File: src/rtl/pipeline_reg_chain.sv
// Elastic pipeline register chain: STAGES valid/data registers, valid/ready
// handshake, global stall, occupancy count. Optional FLUSH via PIPE_CHAIN_FLUSH_EN.
module pipeline_reg_chain #(
  parameter int                    DATA_WIDTH = 32,
  parameter int                    STAGES     = 2,
  parameter logic [DATA_WIDTH-1:0] NOP_VALUE  = '0,
  localparam int                   OCC_W      = $clog2(STAGES + 1)
) (
  input  logic                  CLK,
  input  logic                  RESET,
  input  logic                  IN_VALID,
  input  logic [DATA_WIDTH-1:0] IN_DATA,
  output logic                  IN_READY,
  output logic                  OUT_VALID,
  output logic [DATA_WIDTH-1:0] OUT_DATA,
  input  logic                  OUT_READY,
  input  logic                  STALL,
`ifdef PIPE_CHAIN_FLUSH_EN
  input  logic [STAGES-1:0]     FLUSH,
`endif
  output logic [OCC_W-1:0]      OCCUPANCY
);

  logic [STAGES-1:0]                 valid_q;
  logic [STAGES-1:0]                 valid_d;
  logic [STAGES-1:0][DATA_WIDTH-1:0] data_q;
  logic [STAGES-1:0][DATA_WIDTH-1:0] data_d;
  logic [OCC_W-1:0]                  occ_q;
  logic [OCC_W-1:0]                  occ_d;

  logic [STAGES-1:0]                 rdy;
  logic [STAGES-1:0]                 src_v;
  logic [STAGES-1:0][DATA_WIDTH-1:0] src_d;

  function automatic logic [OCC_W-1:0] popcount(
    input logic [STAGES-1:0] v
  );
    logic [OCC_W-1:0] cnt;
    cnt = '0;
    for (int i = 0; i < STAGES; i++) begin
      cnt = cnt + OCC_W'(v[i]);
    end
    return cnt;
  endfunction

  // Ready ripples back from the output; a stage can move if it is empty
  // or its successor can move.
  always_comb begin
    logic r;
    rdy = '0;
    r   = OUT_READY;
    for (int i = STAGES - 1; i >= 0; i--) begin
      r      = !STALL && (!valid_q[i] || r);
      rdy[i] = r;
    end
  end

  // Source of each stage: upstream port for stage 0, previous stage otherwise.
  always_comb begin
    src_v    = '0;
    src_d    = '0;
    src_v[0] = IN_VALID;
    src_d[0] = IN_DATA;
    for (int i = 1; i < STAGES; i++) begin
      src_v[i] = valid_q[i-1];
      src_d[i] = data_q[i-1];
    end
  end

  // Next stage contents: capture when ready, else hold; a kill wins.
  always_comb begin
    valid_d = valid_q;
    data_d  = data_q;
    for (int i = 0; i < STAGES; i++) begin
      if (rdy[i]) begin
        valid_d[i] = src_v[i];
        data_d[i]  = src_d[i];
      end
`ifdef PIPE_CHAIN_FLUSH_EN
      if (FLUSH[i]) begin
        valid_d[i] = 1'b0;
        data_d[i]  = NOP_VALUE;
      end
`endif
    end
  end

  // Occupancy tracks the next valid vector exactly, never an inc/dec.
  always_comb begin
    occ_d = popcount(valid_d);
  end

  // Stage and occupancy registers with synchronous reset to empty/NOP.
  always_ff @(posedge CLK) begin
    if (RESET) begin
      valid_q <= '0;
      occ_q   <= '0;
      for (int i = 0; i < STAGES; i++) begin
        data_q[i] <= NOP_VALUE;
      end
    end else begin
      valid_q <= valid_d;
      data_q  <= data_d;
      occ_q   <= occ_d;
    end
  end

  assign IN_READY  = rdy[0];
  assign OUT_VALID = valid_q[STAGES-1];
  assign OUT_DATA  = data_q[STAGES-1];
  assign OCCUPANCY = occ_q;

endmodule

File: config.mk
export PLATFORM = sky130hd
export DESIGN_NAME = pipeline_reg_chain
export DESIGN_NICKNAME = d
export VERILOG_FILES = /design/src/rtl/pipeline_reg_chain.sv
export SDC_FILE = /design/constraint.sdc
export NUM_CORES = 1
export LEC_CHECK = 0
export CAP_MARGIN = 5
export CORE_ASPECT_RATIO = 0.75
export CORE_MARGIN = 2
export CORE_UTILIZATION = 30
export CTS_CLUSTER_SIZE = 16
export DETAILED_ROUTE_END_ITERATION = 8
export PLACE_DENSITY = 0.61
export SLEW_MARGIN = 0
export SYNTH_ARGS = -nofsm -noshare
export SYNTH_HDL_FRONTEND = slang
export SYNTH_SLANG_ARGS = --single-unit
File: constraint.sdc
create_clock -name CLK -period 3.4 [get_ports CLK]
set_input_delay 0.68 -clock CLK [delete_from_list [all_inputs] [get_ports CLK]]
set_output_delay 0.68 -clock CLK [all_outputs]
set_load 0.01 [all_outputs]
; After elaboration in Yosys (flattened, before gate mapping)
; Cells that the tools add are included.
[op_classes]
n_addsub = 1
mux = 2
n_reduce_logical = 7
[ops]
columns = cell, count
row1 = $logic_not 1->1, 3
row2 = $add 1x1->2, 1
row3 = $logic_and 1x1->1, 2
row4 = $logic_or 1x1->1, 2
row5 = $mux 1, 2
[totals]
reg_bits = 68
input_bits = 37
out_inout_bits = 36
word_cells = 14

; Depth between registers and ports, before layout
; Gate-level depths: netlist of run 1.
[depth]
ltp_word = 7
depth_mapped = 6
mapped_depth_nobuf = 5

; Worst setup path after synthesis of run 1
; No wires, ideal clock.
[synth_path]
path_type = input port to output port
from = input OUT_READY
to = output IN_READY
arrival_time_ns = 1.312
required_time_ns = 2.720
slack_ns = 1.408
path_stages = 4
path_buffers = 2
cell_sequence = nor2b_4 > buf_6 > a21oi_4 > buf_12
[synth_between]
elab_chain_cells = 4
[synth_rtl]
columns = item, line
row1 = "start, declared", 16  ; input logic OUT_READY,
row2 = $logic_or 1x1->1, 53  ; r = !STALL && (!valid_q[i] || r);
row3 = $logic_and 1x1->1, 53
row4 = $logic_or 1x1->1, 53
row5 = $logic_and 1x1->1, 53
row6 = "end, declared", 13  ; output logic IN_READY,
; No other way between the ends.

; Worst setup path in the final report of run 1
; Ends and elaborated chain as after synthesis.

==> metrics list, run 1 <==
- The run finished with clean final reports.
- The die is 91.7 um tall.
- The highest metal layer carrying signal wires in the routed design is met4.
* Number of failing hold endpoints at the final stage: 0
- After detailed routing, the met3 layer carries 386 um of wire.
- #FFs+latches synth: 68
- The worst register-to-register path begins at valid_q[1].
- Slew @ Worst Pin: 0.662 ns
* Worst path top cell family by delay: buffers and inverters
- The final count of pins violating max slew was 0.
* Top-Level Pins: 73
* Sequence of cells on the critical path: clkdlybuf4s50_1 > nor2b_4 > a21oi_4 > clkdlybuf4s50_1
* Worst Min Path Start: data_q[19]
- CTS clock-pin slew for the worst setup and hold paths: 0.05 ns
- Data arrives at the worst endpoint at 1.99 ns.
* All-Layer GR Usage: 13.2%
- Cell area after placement: 3610 um^2
- Top cells by area in the synthesized netlist: dfxtp_1, nand2b_1, mux2i_1
- Summed over its instances, the top area cell type makes up 44.2% of the synthesized netlist area.
* Number of buffer and inverter instances along the worst setup path: 2
* Static power due to leakage: 1.45 nW
* Setup violations, final: 0
- Number of cells in the finished layout apart from fillers: 502
- Number of buffers inserted by post-CTS setup repair: 0
- Type of element launching the critical path: input pin
- For this run, the top clock speed supported by timing is 0.374 GHz.
- The top cell types in the final layout, fill and taps aside, are clkdlybuf4s50_1, dfxtp_1, nand2b_1.
- The finished cells cover 3920 um^2.
- Register-to-Register Setup Slack: 1.77 ns
* Setup repair after global routing missed its margin: no
- Pin count of the biggest net entering global routing: 56
- For this run the aggregate overflow at the end of global routing stands at 0.
- Input and output buffers added on the ports amount to 72.
* Crit. End Element: output port
- Net switching is 21.9% of the power.
- The post-route netlist has 6.76% of its cells at a drive strength greater than 1.
- Cell count after synthesis: 336
- Area growth from synthesis to layout: 27.1%
- In this run the cell area of the synthesized design comes to 3080 um^2.
- Crit-path slowest cell: clkdlybuf4s50_1
- Headroom to the max-slew limit came out at 55.8%.
* Part of the power in registers: 43.1%
- Total power per unit cell area: 508 nW/um^2
- The region available for standard cell placement spans 9810 um^2.
* Cell at the root of the clock tree: clkbuf_16
- IR analysis of the VDD net gives a maximum drop of 0.185 mV.
- Initial DRT Pass Iterations: 4
- Data on the critical path is required at its endpoint by 2.72 ns.
* Clock Sinks: 68
- Worst path most repeated cell: clkdlybuf4s50_1
* Hold-fix buffers, CTS: 0
* Total inserted antenna cells: 0
* TritonCTS clock tree: built
* DRC violations left: 0
* Antenna violations before repair: 0
* P_int: 0.00155 W
- For the final database, setup skew stands at 0.00397 ns.
* # Max-Cap Violations: 0
- Maximum number of buffers from clock root to sink: 2
- Sum of internal, switching and leakage power: 0.00199 W
- Count of H-tree levels built during CTS: 3
* NetSw: 0.000437 W
- In the final routed layout, each cell accounts on average for 13.9 um.
- Iter 0 DRT Violations: 174
* Dominant cell type by area after synthesis: dfxtp_1
* Total length of routed met2 wires: 2.93 mm
- Biggest fanout along the worst timing path: 2
- First-pass GRT wire length: 11.5 mm
- Final critical delay including setup and external delays: 2.67 ns
- Half-perimeter wire length of the detailed placement result: 4.50 mm
* Later-pin clock latency in the skew report: 0.32 ns
* Overall via count from detail_route: 2291
- In this run the remaining antenna-violating nets after routing total 0.
- The floorplan step defined a die boundary enclosing 11100 um^2.
* Final wirelength: 7.00 mm
- Portion of the clock cycle consumed by the worst path in the final layout: 78.6%
- The number of placed instances, taps included, is 486.
* Die width: 121 um
- Via count of the first global-routing pass: 2294
* YS warnings: 0
* Routability-driven placement congestion ratio: 0.756
* Via/cell ratio: 4.56
- In this run, post-CTS repair resized a total of 0 instances.
* Yosys cell types: 19
* Initial cell density of the core: 31.4%
* Clock share of power: 46.8%
- Post-synthesis average cell area: 9.16 um^2
* Comb pwr share: 10.1%
* Net Count, Synth: 374
- In the final timing run, aggregate negative setup slack is 0 ns.
- Row generation in the floorplan step produced 31 rows.
- Met1 wire length: 3.59 mm
- Leaving out fill and tap cells, the most frequent cell in the layout is clkdlybuf4s50_1.
* Worst stage delay on the critical path: 0.55 ns
* Path class of the lowest-slack min-delay path: register to register
- The critical path starts at OUT_READY.
* Num CTS Buffers: 9
- In the final design database the tool counted 403 nets.
* Startpoint-to-endpoint class of the critical path: input pin to output port
- Sequential area share after synthesis: 44.2%
==> worst min-delay path: stages, from the launching register on <==
cell	delay, ns
dfxtp_1	0.30
nand3_1	0.06
a21oi_1	0.05
==> power by group through the flow <==
stage	Sequential, W	Combinational [W]	Clock, W
finish	0.000858	0.000200	0.000932
global route	0.000862	0.000219	0.000988
CTS	0.000858	0.000203	0.000947
detailed placement	0.000875	0.000201	0
global placement	0.000875	0.000199	0
floorplan	0.000869	0.000131	0
==> worst paths after layout <==
kind,to,depth (start not counted)
hold / removal,OUT_DATA[19],2
hold reg to reg,OUT_DATA[19],2
setup / recovery,IN_READY,4
setup reg to reg,OCCUPANCY[0],6
==> registers in the layout, summed over array words and instances, names as in the netlist <==
register / count
OCCUPANCY: 2
OUT_DATA: 32
data_q: 32
valid_q: 2
==> metrics by stage <==
step	setup slack, ns	util, %	hold WS, ns
2_1_floorplan	1.41	-	0.444
3_3_place_gp	0.721	36.8	0.453
3_5_place_dp	0.723	36.8	0.459
4_1_cts	0.723	39.9	0.466
5_1_grt	0.692	39.9	0.477
6_report	0.726	39.9	0.466
==> cell usage after synthesis <==
cell type / instances
nand3_1: 33
nand2_1: 3
buf_4: 32
clkbuf_1: 15
nor2b_4: 1
buf_1: 3
buf_12: 3
buf_6: 1
ha_1: 1
or2b_1: 1
nor2b_1: 2
mux2i_1: 32
buf_2: 7
a21oi_4: 1
clkinv_1: 1
nand2b_1: 64
a21oi_1: 34
o21ai_0: 34
dfxtp_1: 68
==> metal layers <==
metal,track usage [%],vias to the layer above
met4,5.43,0
li1,-,1152
met5,0,-
met2,18.0,54
met3,4.48,11
met1,18.6,1074
==> cell type report <==
class / count / area (um^2)
Clock buffer: 12 / 256
Clock inverter: 4 / 47.5
Fill cell: 971 / 5900
Inverter: 1 / 3.75
Multi-Input combinational cell: 206 / 1300
Sequential cell: 68 / 1360
Tap cell: 132 / 165
Timing Repair Buffer: 79 / 781
==> logic make-up after synthesis <==
group	after synthesis	synth area share [%]
AO/OA/AOI/OAI	69	11.6
adder cells (fa/ha/maj)	1	0.406
buffers and inverters	62	13.6
flip-flops	68	44.2
multiplexers	32	10.4
AND/OR/NAND/NOR	104	19.8
(Power assumes the default switching activity.)
==> inputs of run 2 (changes only) <==
Clock period 3.4 ns to 2.5 ns, I/O delays scaled along.
==> run 2 against run 1 <==
Power increased by 40%. Combinational power increased by 36%. Clock power increased by 44%. Wire length about the same. Critical path depth unchanged. Clock-buffer cell count unchanged. Largest cell class unchanged. Largest power group unchanged. Highest routed layer unchanged.
==> metrics list, run 2 (synthesis results as in run 1) <==
- Maximum number of buffers from clock root to sink: 2
- Via count of the first global-routing pass: 2235
- STA classifies the critical path startpoint as an input pin.
- Worst setup slack after layout: 0.147 ns
* Overall via count from detail_route: 2265
- Counting both buffers and inverters, the worst setup path holds a total of 2.
* Clock Sinks: 68
* Antenna violations before repair: 0
- Total inserted antenna cells: 0
- The first detailed-routing pass ran for 4 iterations.
- The die covers 11100 um^2.
- Routability-driven placement congestion ratio: 0.716
- DRC violations left: 0
* Final cell area excluding filler cells: 3940 um^2
* Total power per unit cell area: 705 nW/um^2
- Aggregate global routing overflow: 0
- Crit-path slowest cell: clkdlybuf4s50_1
* Biggest fanout along the worst timing path: 2
- Outcome: complete, no violations
- In this run, CTS created clock tree buffers numbering 9.
* Leading cell type in the layout, fill and taps excluded: clkdlybuf4s50_1
* Pin count of the biggest net entering global routing: 101
- All-Layer GR Usage: 13.3%
- Path class of the lowest-slack min-delay path: register to register
* Final critical delay including setup and external delays: 2.35 ns
* Portion of the clock cycle consumed by the worst path in the final layout: 94.1%
- The final layout contains routed wiring with a total length of 7.00 mm.
- After detailed routing, the average wire length per cell comes to 13.9 um.
* Row Count: 31
- Worst path most repeated cell: clkdlybuf4s50_1
* Slew @ Worst Pin: 0.579 ns
- Die width: 121 um
- TritonCTS built the clock tree.
- Relative max-transition margin: 61.4%
- Setup violations, final: 0
- The first routing iteration left 101 violations.
* Cell area after placement: 3620 um^2
- Slew Limit Fails: 0
* Initial cell density of the core: 31.4%
- In this design, the stage delay of the slowest critical-path cell is 0.56 ns.
- Worst voltage drop across the vdd grid: 0.293 mV
* Count of port buffers added during placement: 72
- Fin Setup TNS: 0 ns
* Count of instances resized after the clock tree is built: 0
- In the final layout, the share of cells above drive strength 1 is 6.74%.
* First-pass GRT wire length: 11.6 mm
* Area growth from synthesis to layout: 27.9%
* Number of nets in the finished design: 404
- Worst path top cell family by delay: buffers and inverters
- Top-Level Pins: 73
* # Max-Cap Violations: 0
* Hold-fix buffers, CTS: 0
* Hold slack: 0.459 ns
* Remaining antenna violation count after routing: 0
- The clock tree synthesis step divided the H-tree into 3 levels.
- After legalization and detailed placement, the total HPWL measured 4.51 mm.
- The tree is rooted in a clkbuf_16.
- Via/cell ratio: 4.50
* Static power due to leakage: 1.45 nW
* Most frequent cells in the layout: clkdlybuf4s50_1, dfxtp_1, nand2b_1
- CTS clock-pin slew for the worst setup and hold paths: 0.05 ns
- After floorplanning, the core was sized to cover 9810 um^2.
- Fmax: 0.425 GHz
* Later-pin clock latency in the skew report: 0.32 ns
- Pre-CTS setup slack: 0.0608 ns
- Number of failing hold endpoints at the final stage: 0
* Number of buffers inserted by post-CTS setup repair: 0
- Clock skew on the completed layout was measured at 0.00654 ns.
- Setup repair after global routing missed its margin: no
- Die height: 91.7 um
- Crit. End Element: output port
* Sequence of cells on the critical path: clkdlybuf4s50_1 > nor2b_4 > a21oi_4 > clkdlybuf4s50_1
- The critical path is of the input pin to output port type.
- At the worst endpoint, the arrival time is 1.85 ns.
- Crit path required time: 2.00 ns
## run 2: cell count changes in the layout (fill, tap and decap cells not counted), sizes merged
cell / change
buf: +1
bufinv: +1
clkinv: -1
## run 2: cell type report
class,instances,area [um^2]
clock buffers,12,246
clock inverters,4,72.6
fillers,984,5880
inverters,1,3.75
multi-input cells,206,1300
flip-flops and latches,68,1360
well taps,132,165
repair buffers,80,788
## run 2: worst paths after layout
check | start | endpoint | slack, ns | cells after the start
max | OUT_READY | IN_READY | 0.15 | 4
min | data_q[13] | OUT_DATA[13] | 0.46 | 2
max reg2reg | valid_q[1] | OCCUPANCY[0] | 0.86 | 6
min reg2reg | data_q[13] | OUT_DATA[13] | 0.46 | 2
## run 2: where the power goes
group / total [W] / switching, W / leakage, nW / internal [W]
combinational: 0.000272 / 0.000119 / 0.745 / 0.000153
sequential: 0.00117 / 0.0000295 / 0.557 / 0.00114
clock: 0.00134 / 0.000439 / 0.153 / 0.000899
## run 2: worst register-to-register path, delay by kind of cell, from the launching register on
| kind | cells | cell delay (ns) |
|---|---|---|
| flops | 1 | 0.37 |
| simple gates | 3 | 0.42 |
| fa+ha+maj | 1 | 0.22 |
| buf+inv | 1 | 0.32 |
| compound gates | 1 | 0.18 |
## run 2: routing by layer
metal,GRT usage (%),routed length [um],up-vias
li1,-,-,1159
met1,18.9,3560,1043
met2,18.3,2970,61
met3,5.91,453,2
met4,2.62,26,0
met5,0,0,-
## run 2: per-stage QoR
stage | util, % | total power (W) | cells
final | 40.1 | 0.00278 | 503
after global routing | 40.1 | 0.00291 | 503
after CTS | 40.1 | 0.00281 | 503
after detailed placement | 36.9 | 0.00147 | 487
after global placement | 36.9 | 0.00146 | 487
after floorplan | - | 0.00136 | 336
==> inputs of run 3 (changes only) <==
Settings changed: SLEW_MARGIN 0 to 20.
==> results of run 3 <==
Final layout, timing and power as in run 2 (identical DEF).
